**config.mk**
```make
export PLATFORM = sky130hd
export DESIGN_NAME = pixel_scheduler_flat
export DESIGN_NICKNAME = d
export VERILOG_FILES = /design/src/rtl/pixel_scheduler_if.sv /design/src/rtl/pixel_scheduler.sv /design/src/flat_wrapper.sv
export SDC_FILE = /design/constraint.sdc
export NUM_CORES = 1
export LEC_CHECK = 0
export ABC_CLOCK_PERIOD_IN_PS = 8760
export CELL_PAD_IN_SITES_DETAIL_PLACEMENT = 1
export CELL_PAD_IN_SITES_GLOBAL_PLACEMENT = 1
export CORE_ASPECT_RATIO = 1.4
export CORE_UTILIZATION = 53
export DETAILED_ROUTE_END_ITERATION = 12
export GPL_TIMING_DRIVEN = 0
export PLACE_DENSITY = 0.85
export SYNTH_ARGS = -nofsm -noshare
export SYNTH_HDL_FRONTEND = slang
export SYNTH_SLANG_ARGS = --single-unit
```
**constraint.sdc**
```tcl
create_clock -name clk -period 8.76 [get_ports clk]
set_input_delay 1.752 -clock clk [delete_from_list [all_inputs] [get_ports clk]]
set_output_delay 1.752 -clock clk [all_outputs]
set_load 0.02 [all_outputs]
```
**src/rtl/pixel_scheduler_if.sv**
```systemverilog
// Pixel request/result handshake toward the raytracer plus the valid/ready result stream.
interface pixel_scheduler_if;
    logic [9:0]  pixel_x;
    logic [9:0]  pixel_y;
    logic        pixel_valid;
    logic        rt_done;
    logic [23:0] rt_rgb;
    logic        pix_valid;
    logic        pix_ready;
    logic [23:0] pix_data;
    logic        pix_sof;
    logic        pix_eol;

    modport master (
        output pixel_x, pixel_y, pixel_valid, pix_valid, pix_data, pix_sof, pix_eol,
        input  rt_done, rt_rgb, pix_ready
    );

    modport slave (
        input  pixel_x, pixel_y, pixel_valid, pix_valid, pix_data, pix_sof, pix_eol,
        output rt_done, rt_rgb, pix_ready
    );
endinterface

```
**src/rtl/pixel_scheduler.sv**
```systemverilog
// Raster-order pixel request scheduler with timeout substitution and a result FIFO.
// Optional frame CRC-16/CCITT enabled by defining PIXEL_SCHED_CRC_EN.
module pixel_scheduler #(
    parameter int unsigned H_RES      = 320,
    parameter int unsigned V_RES      = 240,
    parameter int unsigned FIFO_DEPTH = 8,
    parameter int unsigned TIMEOUT    = 1023,
    parameter logic [23:0] BG_RGB     = 24'h000020
) (
    input  logic                     clk,
    input  logic                     rst_n,
    input  logic                     enable,
    input  logic                     frame_restart,
    pixel_scheduler_if.master        bus,
    output logic                     frame_done,
    output logic                     timeout_err,
    output logic [15:0]              frame_crc
);
    localparam int unsigned AW = (FIFO_DEPTH > 1) ? $clog2(FIFO_DEPTH) : 1;
    localparam int unsigned CW = AW + 1;
    localparam int unsigned TW = $clog2(TIMEOUT + 1);

    localparam logic [1:0] S_IDLE  = 2'd0;
    localparam logic [1:0] S_STALL = 2'd1;
    localparam logic [1:0] S_ISSUE = 2'd2;
    localparam logic [1:0] S_WAIT  = 2'd3;

    typedef struct packed {
        logic [23:0] rgb;
        logic        sof;
        logic        eol;
    } entry_t;

    logic [1:0]    state, state_next;
    logic [9:0]    x_q, y_q;
    logic [TW-1:0] timer;
    entry_t        mem [FIFO_DEPTH];
    logic [AW-1:0] wr_ptr, rd_ptr;
    logic [CW-1:0] count, count_next;
    logic          pixel_valid_q, pix_valid_q;
    logic          push, pop, timed_out, last_x, last_y, fifo_full;

    // Next state and FIFO bookkeeping; a slot is reserved at ISSUE so push never overflows.
    always_comb begin
        state_next = state;
        last_x     = (x_q == 10'(H_RES - 1));
        last_y     = (y_q == 10'(V_RES - 1));
        fifo_full  = (count == CW'(FIFO_DEPTH));
        timed_out  = (timer == TW'(TIMEOUT));
        pop        = pix_valid_q && bus.pix_ready;
        push       = (state == S_WAIT) && !frame_restart && (bus.rt_done || timed_out);
        count_next = frame_restart ? '0 : (count + CW'(push) - CW'(pop));

        case (state)
            S_IDLE:  if (enable) state_next = fifo_full ? S_STALL : S_ISSUE;
            S_STALL: begin
                if (!enable)        state_next = S_IDLE;
                else if (!fifo_full) state_next = S_ISSUE;
            end
            S_ISSUE: state_next = S_WAIT;
            S_WAIT: begin
                if (push) begin
                    if (!enable)                              state_next = S_IDLE;
                    else if (count_next == CW'(FIFO_DEPTH))   state_next = S_STALL;
                    else                                      state_next = S_ISSUE;
                end
            end
            default: state_next = S_IDLE;
        endcase

        if (frame_restart) state_next = S_IDLE;
    end

    always_ff @(posedge clk or negedge rst_n) begin
        if (!rst_n) state <= S_IDLE;
        else        state <= state_next;
    end

    // Coordinates, timer, FIFO storage and status flags.
    always_ff @(posedge clk or negedge rst_n) begin
        if (!rst_n) begin
            x_q           <= '0;
            y_q           <= '0;
            timer         <= '0;
            wr_ptr        <= '0;
            rd_ptr        <= '0;
            count         <= '0;
            pixel_valid_q <= 1'b0;
            pix_valid_q   <= 1'b0;
            frame_done    <= 1'b0;
            timeout_err   <= 1'b0;
            for (int i = 0; i < int'(FIFO_DEPTH); i++) mem[i] <= '0;
        end else begin
            pixel_valid_q <= (state_next == S_ISSUE);
            pix_valid_q   <= (count_next != '0);
            count         <= count_next;
            frame_done    <= push && last_x && last_y;

            if (state == S_ISSUE)     timer <= '0;
            else if (state == S_WAIT) timer <= timer + TW'(1);

            if (frame_restart) begin
                x_q         <= '0;
                y_q         <= '0;
                wr_ptr      <= '0;
                rd_ptr      <= '0;
                timeout_err <= 1'b0;
            end else begin
                if (push) begin
                    mem[wr_ptr].rgb <= bus.rt_done ? bus.rt_rgb : BG_RGB;
                    mem[wr_ptr].sof <= (x_q == '0) && (y_q == '0);
                    mem[wr_ptr].eol <= last_x;
                    wr_ptr          <= wr_ptr + AW'(1);
                    if (!bus.rt_done) timeout_err <= 1'b1;
                    if (last_x) begin
                        x_q <= '0;
                        y_q <= last_y ? 10'd0 : (y_q + 10'd1);
                    end else begin
                        x_q <= x_q + 10'd1;
                    end
                end
                if (pop) rd_ptr <= rd_ptr + AW'(1);
            end
        end
    end

    assign bus.pixel_x     = x_q;
    assign bus.pixel_y     = y_q;
    assign bus.pixel_valid = pixel_valid_q;
    assign bus.pix_valid   = pix_valid_q;
    assign bus.pix_data    = mem[rd_ptr].rgb;
    assign bus.pix_sof     = mem[rd_ptr].sof;
    assign bus.pix_eol     = mem[rd_ptr].eol;

`ifdef PIXEL_SCHED_CRC_EN
    logic [FIFO_DEPTH-1:0] last_line;
    logic [15:0]           crc_acc;
    logic [15:0]           crc_next;

    function automatic logic [15:0] crc24(input logic [15:0] c_in, input logic [23:0] d);
        logic [15:0] c;
        c = c_in;
        for (int i = 23; i >= 0; i--) begin
            c = (c[15] ^ d[i]) ? ({c[14:0], 1'b0} ^ 16'h1021) : {c[14:0], 1'b0};
        end
        return c;
    endfunction

    always_comb crc_next = crc24(bus.pix_sof ? 16'hFFFF : crc_acc, bus.pix_data);

    // Accumulate over popped pixels; latch on the end of the frame's final line.
    always_ff @(posedge clk or negedge rst_n) begin
        if (!rst_n) begin
            last_line <= '0;
            crc_acc   <= 16'hFFFF;
            frame_crc <= 16'h0000;
        end else begin
            if (push) last_line[wr_ptr] <= last_y;
            if (frame_restart) begin
                crc_acc <= 16'hFFFF;
            end else if (pop) begin
                crc_acc <= crc_next;
                if (bus.pix_eol && last_line[rd_ptr]) frame_crc <= crc_next;
            end
        end
    end
`else
    assign frame_crc = 16'h0000;
`endif

endmodule

```
**src/flat_wrapper.sv**
```systemverilog
// flat-port wrapper written by rule: the top's interface ports become plain ports
module pixel_scheduler_flat 
#(
    parameter int unsigned H_RES      = 320,
    parameter int unsigned V_RES      = 240,
    parameter int unsigned FIFO_DEPTH = 8,
    parameter int unsigned TIMEOUT    = 1023,
    parameter logic [23:0] BG_RGB     = 24'h000020
)
  (clk, rst_n, enable, frame_restart, frame_done, timeout_err, frame_crc, bus_pixel_x, bus_pixel_y, bus_pixel_valid, bus_pix_valid, bus_pix_data, bus_pix_sof, bus_pix_eol, bus_rt_done, bus_rt_rgb, bus_pix_ready);
  pixel_scheduler_if bus_i ();
  input  logic clk;
  input  logic rst_n;
  input  logic enable;
  input  logic frame_restart;
  output logic frame_done;
  output logic timeout_err;
  output logic [15:0] frame_crc;
  output wire logic [$bits(bus_i.pixel_x)-1:0] bus_pixel_x;
  output wire logic [$bits(bus_i.pixel_y)-1:0] bus_pixel_y;
  output wire logic [$bits(bus_i.pixel_valid)-1:0] bus_pixel_valid;
  output wire logic [$bits(bus_i.pix_valid)-1:0] bus_pix_valid;
  output wire logic [$bits(bus_i.pix_data)-1:0] bus_pix_data;
  output wire logic [$bits(bus_i.pix_sof)-1:0] bus_pix_sof;
  output wire logic [$bits(bus_i.pix_eol)-1:0] bus_pix_eol;
  input wire logic [$bits(bus_i.rt_done)-1:0] bus_rt_done;
  input wire logic [$bits(bus_i.rt_rgb)-1:0] bus_rt_rgb;
  input wire logic [$bits(bus_i.pix_ready)-1:0] bus_pix_ready;
  assign bus_pixel_x = bus_i.pixel_x;
  assign bus_pixel_y = bus_i.pixel_y;
  assign bus_pixel_valid = bus_i.pixel_valid;
  assign bus_pix_valid = bus_i.pix_valid;
  assign bus_pix_data = bus_i.pix_data;
  assign bus_pix_sof = bus_i.pix_sof;
  assign bus_pix_eol = bus_i.pix_eol;
  assign bus_i.rt_done = bus_rt_done;
  assign bus_i.rt_rgb = bus_rt_rgb;
  assign bus_i.pix_ready = bus_pix_ready;
  pixel_scheduler #(.H_RES(H_RES), .V_RES(V_RES), .FIFO_DEPTH(FIFO_DEPTH), .TIMEOUT(TIMEOUT), .BG_RGB(BG_RGB)) u_core (.clk(clk), .rst_n(rst_n), .enable(enable), .frame_restart(frame_restart), .bus(bus_i), .frame_done(frame_done), .timeout_err(timeout_err), .frame_crc(frame_crc));
endmodule
```
==> results.json <==
{
  "flow.area_growth_from_synthesis_pct": 17.15,
  "final-setup-viol-count": 0,
  "swShare_pct": 27.19,
  "worstSkewPairLatency_ns": 0.53,
  "grt_start_max_net_pins": 88,
  "final_core_utilization_pct": 63.91,
  "synth_largest_area_cell": "sky130_fd_sc_hd__dfrtp_1",
  "finalHoldViolCount": 0,
  "seq_power_share_pct": 43.2,
  "synth_top_flop_cell": "sky130_fd_sc_hd__dfrtp_1",
  "synth-seq-cells": 254,
  "synth_area_um2": 12380,
  "first_global_vias": 9197,
  "tightest_slew_margin_relative_to_the_limit_pct": 36.11,
  "timing.critical_path.required_ns": 9.14,
  "hold_path_class": "reg2reg",
  "dp_hpwl_um": 21800,
  "worst_setup_hold_path_clk_slew_ns": 0.06,
  "ys_async_sr_fraction_pct": 100.0,
  "clock_network_power_share_pct": 38.5,
  "fraction_of_the_mapped_netlist_area_in_compound_gates_pct": 3.821,
  "vias": 8305,
  "path_cells": "clkdlybuf4s50_1 > nand3_1 > o31a_1 > clkbuf_1 > clkbuf_1 > clkbuf_1 > nor2_1 > ha_1 > fa_1 > xnor2_1 > nand4_1 > mux2i_1 > a2111oi_0",
  "tritoncts": "yes",
  "period_minus_slack_ns": 5.766,
  "synth.area.mux_share_pct": 30.90,
  "io-pin-count": 96,
  "critPathBufInv": 4,
  "post_cts.resized_instances": 0,
  "drc_errors": 0,
  "crit_family": "buffers and inverters",
  "finClkSkew_ns": 0.01253,
  "critical_path_s_largest_stage_delay_ns": 0.81,
  "switchingPower_w": 0.0007859,
  "fp-row-count": 65,
  "layout.nets": 1079,
  "yosys-top-cells-count": "sky130_fd_sc_hd__dfrtp_1, sky130_fd_sc_hd__mux2_2, sky130_fd_sc_hd__mux4_2, sky130_fd_sc_hd__clkbuf_1, sky130_fd_sc_hd__inv_1",
  "ir_worst_vdd_mv": 0.1528,
  "clock_path_buffers": 3,
  "global_route_wire_length_before_repair_um": 55890,
  "post-synth-top-count-cell": "sky130_fd_sc_hd__dfrtp_1",
  "synth.top_cells.by_area": "sky130_fd_sc_hd__dfrtp_1, sky130_fd_sc_hd__mux2_2, sky130_fd_sc_hd__mux4_2",
  "start_util_pct": 54.55,
  "yosys.area.top_type_share_pct": 51.35,
  "worst-slew-pin-transition_ns": 0.9583,
  "num_antenna_cells": 0,
  "synth_area_per_cell_um2": 13.57,
  "setup.worst_path.class": "in2reg",
  "crit_fanout": 10,
  "synth-adder-area-share_pct": 1.375,
  "cts.hold.buffers_added": 0,
  "drt_wl_total_um": 35390,
  "place.gp.congestion": 0.8461,
  "clock_sink_count": 254,
  "drt-wirelength-per-cell_um": 26.13,
  "outcome": "completed",
  "vias_per_inst": 6.134,
  "timing.critical_path.mode_cell": "sky130_fd_sc_hd__clkbuf_1",
  "power.share.combinational_pct": 18.3,
  "post_synth_xor_area_fraction_pct": 0.4953,
  "die_h_um": 182.8,
  "netlist_instances": 912,
  "power_density_nw_per_um2": 199.4,
  "main_combinational_cell_family_by_area_after_synthesis": "multiplexers",
  "drive_gt1_share_pct": 35.14,
  "cts_buffers": 26,
  "cp_data_arrival_time_ns": 6.15,
  "grt_setup_unrepaired": "no",
  "synthesized_area_fraction_occupied_by_and_or_nand_nor_cells_pct": 7.278,
  "drt_pass1_iterations": 4,
  "grt_remaining_overflow": 0,
  "die-area_um2": 23980,
  "cellLeakagePower_nw": 6.766,
  "timing_max_transition_violations_final": 0,
  "fmax_mhz": 173.4,
  "number_of_enable_flip_flop_cells_after_synthesis": 0,
  "synthesis.yosys.warnings": 0,
  "first_iter_violations": 465,
  "maxCapViolCount": 0,
  "hold_slack_ns": 0.5037,
  "period_share_pct": 65.83,
  "power_report.internal_total_w": 0.002105,
  "postCtsSetupRepairBufs": 0,
  "antenna_left": 0,
  "buffer_ports.inserted": 79,
  "worstSetupStartpointType": "input pin",
  "n_fill_cell": 2100,
  "seq_area_frac_synth_pct": 51.35,
  "fp.coreArea_um2": 22690,
  "cts_root_buffer": "sky130_fd_sc_hd__clkbuf_16",
  "cts.htree.levels": 1,
  "number_of_antenna_violations_at_the_first_check_in_global_routing": 0,
  "floorplan.die.width_um": 131.2,
  "critPathCaptureType": "register",
  "yosysUniqueCellTypes": 56,
  "critical_path.slowest_cell": "sky130_fd_sc_hd__clkdlybuf4s50_1",
  "aggregate_global_route_resource_usage_pct": 30.69
}
## cell usage in the layout (no fill, tap or decap), types with 3 or more instances in the layout
| cell | synthesis | final |
|---|---|---|
| sky130_fd_sc_hd__clkinv_2 | 0 | 5 |
| sky130_fd_sc_hd__buf_6 | 5 | 5 |
| sky130_fd_sc_hd__nand2b_1 | 3 | 3 |
| sky130_fd_sc_hd__nand3_2 | 4 | 4 |
| sky130_fd_sc_hd__nor2b_1 | 10 | 10 |
| sky130_fd_sc_hd__or3_1 | 5 | 5 |
| sky130_fd_sc_hd__clkbuf_16 | 0 | 27 |
| sky130_fd_sc_hd__nand4_1 | 14 | 14 |
| sky130_fd_sc_hd__buf_4 | 20 | 20 |
| sky130_fd_sc_hd__and4_1 | 3 | 3 |
| sky130_fd_sc_hd__or4_1 | 4 | 4 |
| sky130_fd_sc_hd__clkbuf_8 | 0 | 3 |
| sky130_fd_sc_hd__mux4_2 | 52 | 52 |
| sky130_fd_sc_hd__nand3_1 | 19 | 19 |
| sky130_fd_sc_hd__nor4_1 | 4 | 4 |
| sky130_fd_sc_hd__dfrtp_1 | 254 | 254 |
| sky130_fd_sc_hd__xor2_1 | 3 | 3 |
| sky130_fd_sc_hd__o21ai_0 | 14 | 14 |
| sky130_fd_sc_hd__buf_1 | 3 | 3 |
| sky130_fd_sc_hd__clkbuf_1 | 48 | 54 |
| sky130_fd_sc_hd__nor3_1 | 4 | 4 |
| sky130_fd_sc_hd__nor2_1 | 22 | 22 |
| sky130_fd_sc_hd__o31ai_1 | 4 | 4 |
| sky130_fd_sc_hd__o21a_1 | 3 | 3 |
| sky130_fd_sc_hd__inv_1 | 32 | 32 |
| sky130_fd_sc_hd__mux2i_1 | 12 | 12 |
| sky130_fd_sc_hd__and3_1 | 5 | 5 |
| sky130_fd_sc_hd__mux2_2 | 225 | 225 |
| sky130_fd_sc_hd__nand2_1 | 20 | 20 |
| sky130_fd_sc_hd__o22ai_1 | 4 | 4 |
| sky130_fd_sc_hd__and2_1 | 26 | 26 |
| sky130_fd_sc_hd__xnor2_1 | 4 | 4 |
| sky130_fd_sc_hd__ha_1 | 12 | 12 |
| sky130_fd_sc_hd__conb_1 | 1 | 16 |
| sky130_fd_sc_hd__clkdlybuf4s50_1 | 0 | 78 |
| sky130_fd_sc_hd__o32ai_1 | 3 | 3 |
| sky130_fd_sc_hd__buf_2 | 14 | 14 |
| sky130_fd_sc_hd__a21oi_1 | 23 | 23 |
## cell families after synthesis
kind of cell,after synthesis
and+or+nand+nor,154
xor gates and xnor gates,7
buffers and inverters,122
other,1
muxes,289
DFF,254
adders and majority gates,13
AOI/OAI and AO/OA,72
## per-stage QoR
stage,power [W],TNS [ns],std cells,worst slack [ns],area [um^2]
global route,0.002990,0,1354,2.765,14500
global placement,0.001763,-1270.37,1307,-5.026,13600
finish,0.002891,0,1354,2.994,14500
floorplan,0.001591,0,927,4.466,12430
detailed placement,0.001793,0,1309,2.547,13660
CTS,0.002910,0,1354,3.065,14500
## worst paths after layout
check	startpoint	to	slack (ns)	cells past startpoint
worst min register to register	u_core.mem[172]$_DFFE_PN0P_	u_core.mem[172]$_DFFE_PN0P_	0.50	1
min in group asynchronous	rst_n	u_core.mem[174]$_DFFE_PN0P_	1.23	1
max in group asynchronous	rst_n	u_core.mem[71]$_DFFE_PN0P_	6.62	2
worst max register to register	u_core.timer[0]$_DFFE_PN0P_	u_core.bus.pixel_valid$_DFF_PN0_	4.50	13
worst max-delay path	bus_rt_done	u_core.bus.pixel_valid$_DFF_PN0_	2.99	13
worst min-delay path	u_core.mem[172]$_DFFE_PN0P_	u_core.mem[172]$_DFFE_PN0P_	0.50	1
## layout make-up
type                            instances  area [um^2]  share of cell area (%)
Timing Repair Buffer                   81        850.8                   5.867
Sequential cell                       254         6356                   43.83
Inverter                               32        120.1                  0.8283
Clock inverter                          9        100.1                  0.6903
Clock buffer                           36        739.5                   5.099
Buffer                                 90        467.9                   3.227
Multi-Input combinational cell        551         5490                   37.86
Tap cell                              301        376.6                   2.597
## power groups by stage
stage / Clock, W / Sequential [W] / Combinational (W)
2_1_floorplan: 0 / 0.00126 / 0.000330
3_3_place_gp: 0 / 0.00126 / 0.000498
3_5_place_dp: 0 / 0.00127 / 0.000525
4_1_cts: 0.00113 / 0.00125 / 0.000534
5_1_grt: 0.00117 / 0.00125 / 0.000569
6_report: 0.00111 / 0.00125 / 0.000529
## flip-flops by register name, summed over array words and instances, names as in the netlist
signal                  flops
u_core.frame_done           1
u_core.bus.pixel_x         10
u_core.count                4
u_core.mem                208
u_core.bus.pixel_valid      1
u_core.bus.pixel_y         10
u_core.timeout_err          1
u_core.bus.pix_valid        1
u_core.timer               10
u_core.state                2
u_core.wr_ptr               3
u_core.rd_ptr               3
## routing by layer
layer | up-vias | share of wire (%) | global-route usage [%]
met5 | - | 0 | 0
met3 | 81 | 4.0 | 3.731
met1 | 4424 | 40 | 37.69
li1 | 3532 | - | -
met2 | 268 | 53 | 54.85
met4 | 0 | 3.7 | 12.75
Note: power is estimated with default switching activity, not from simulation.
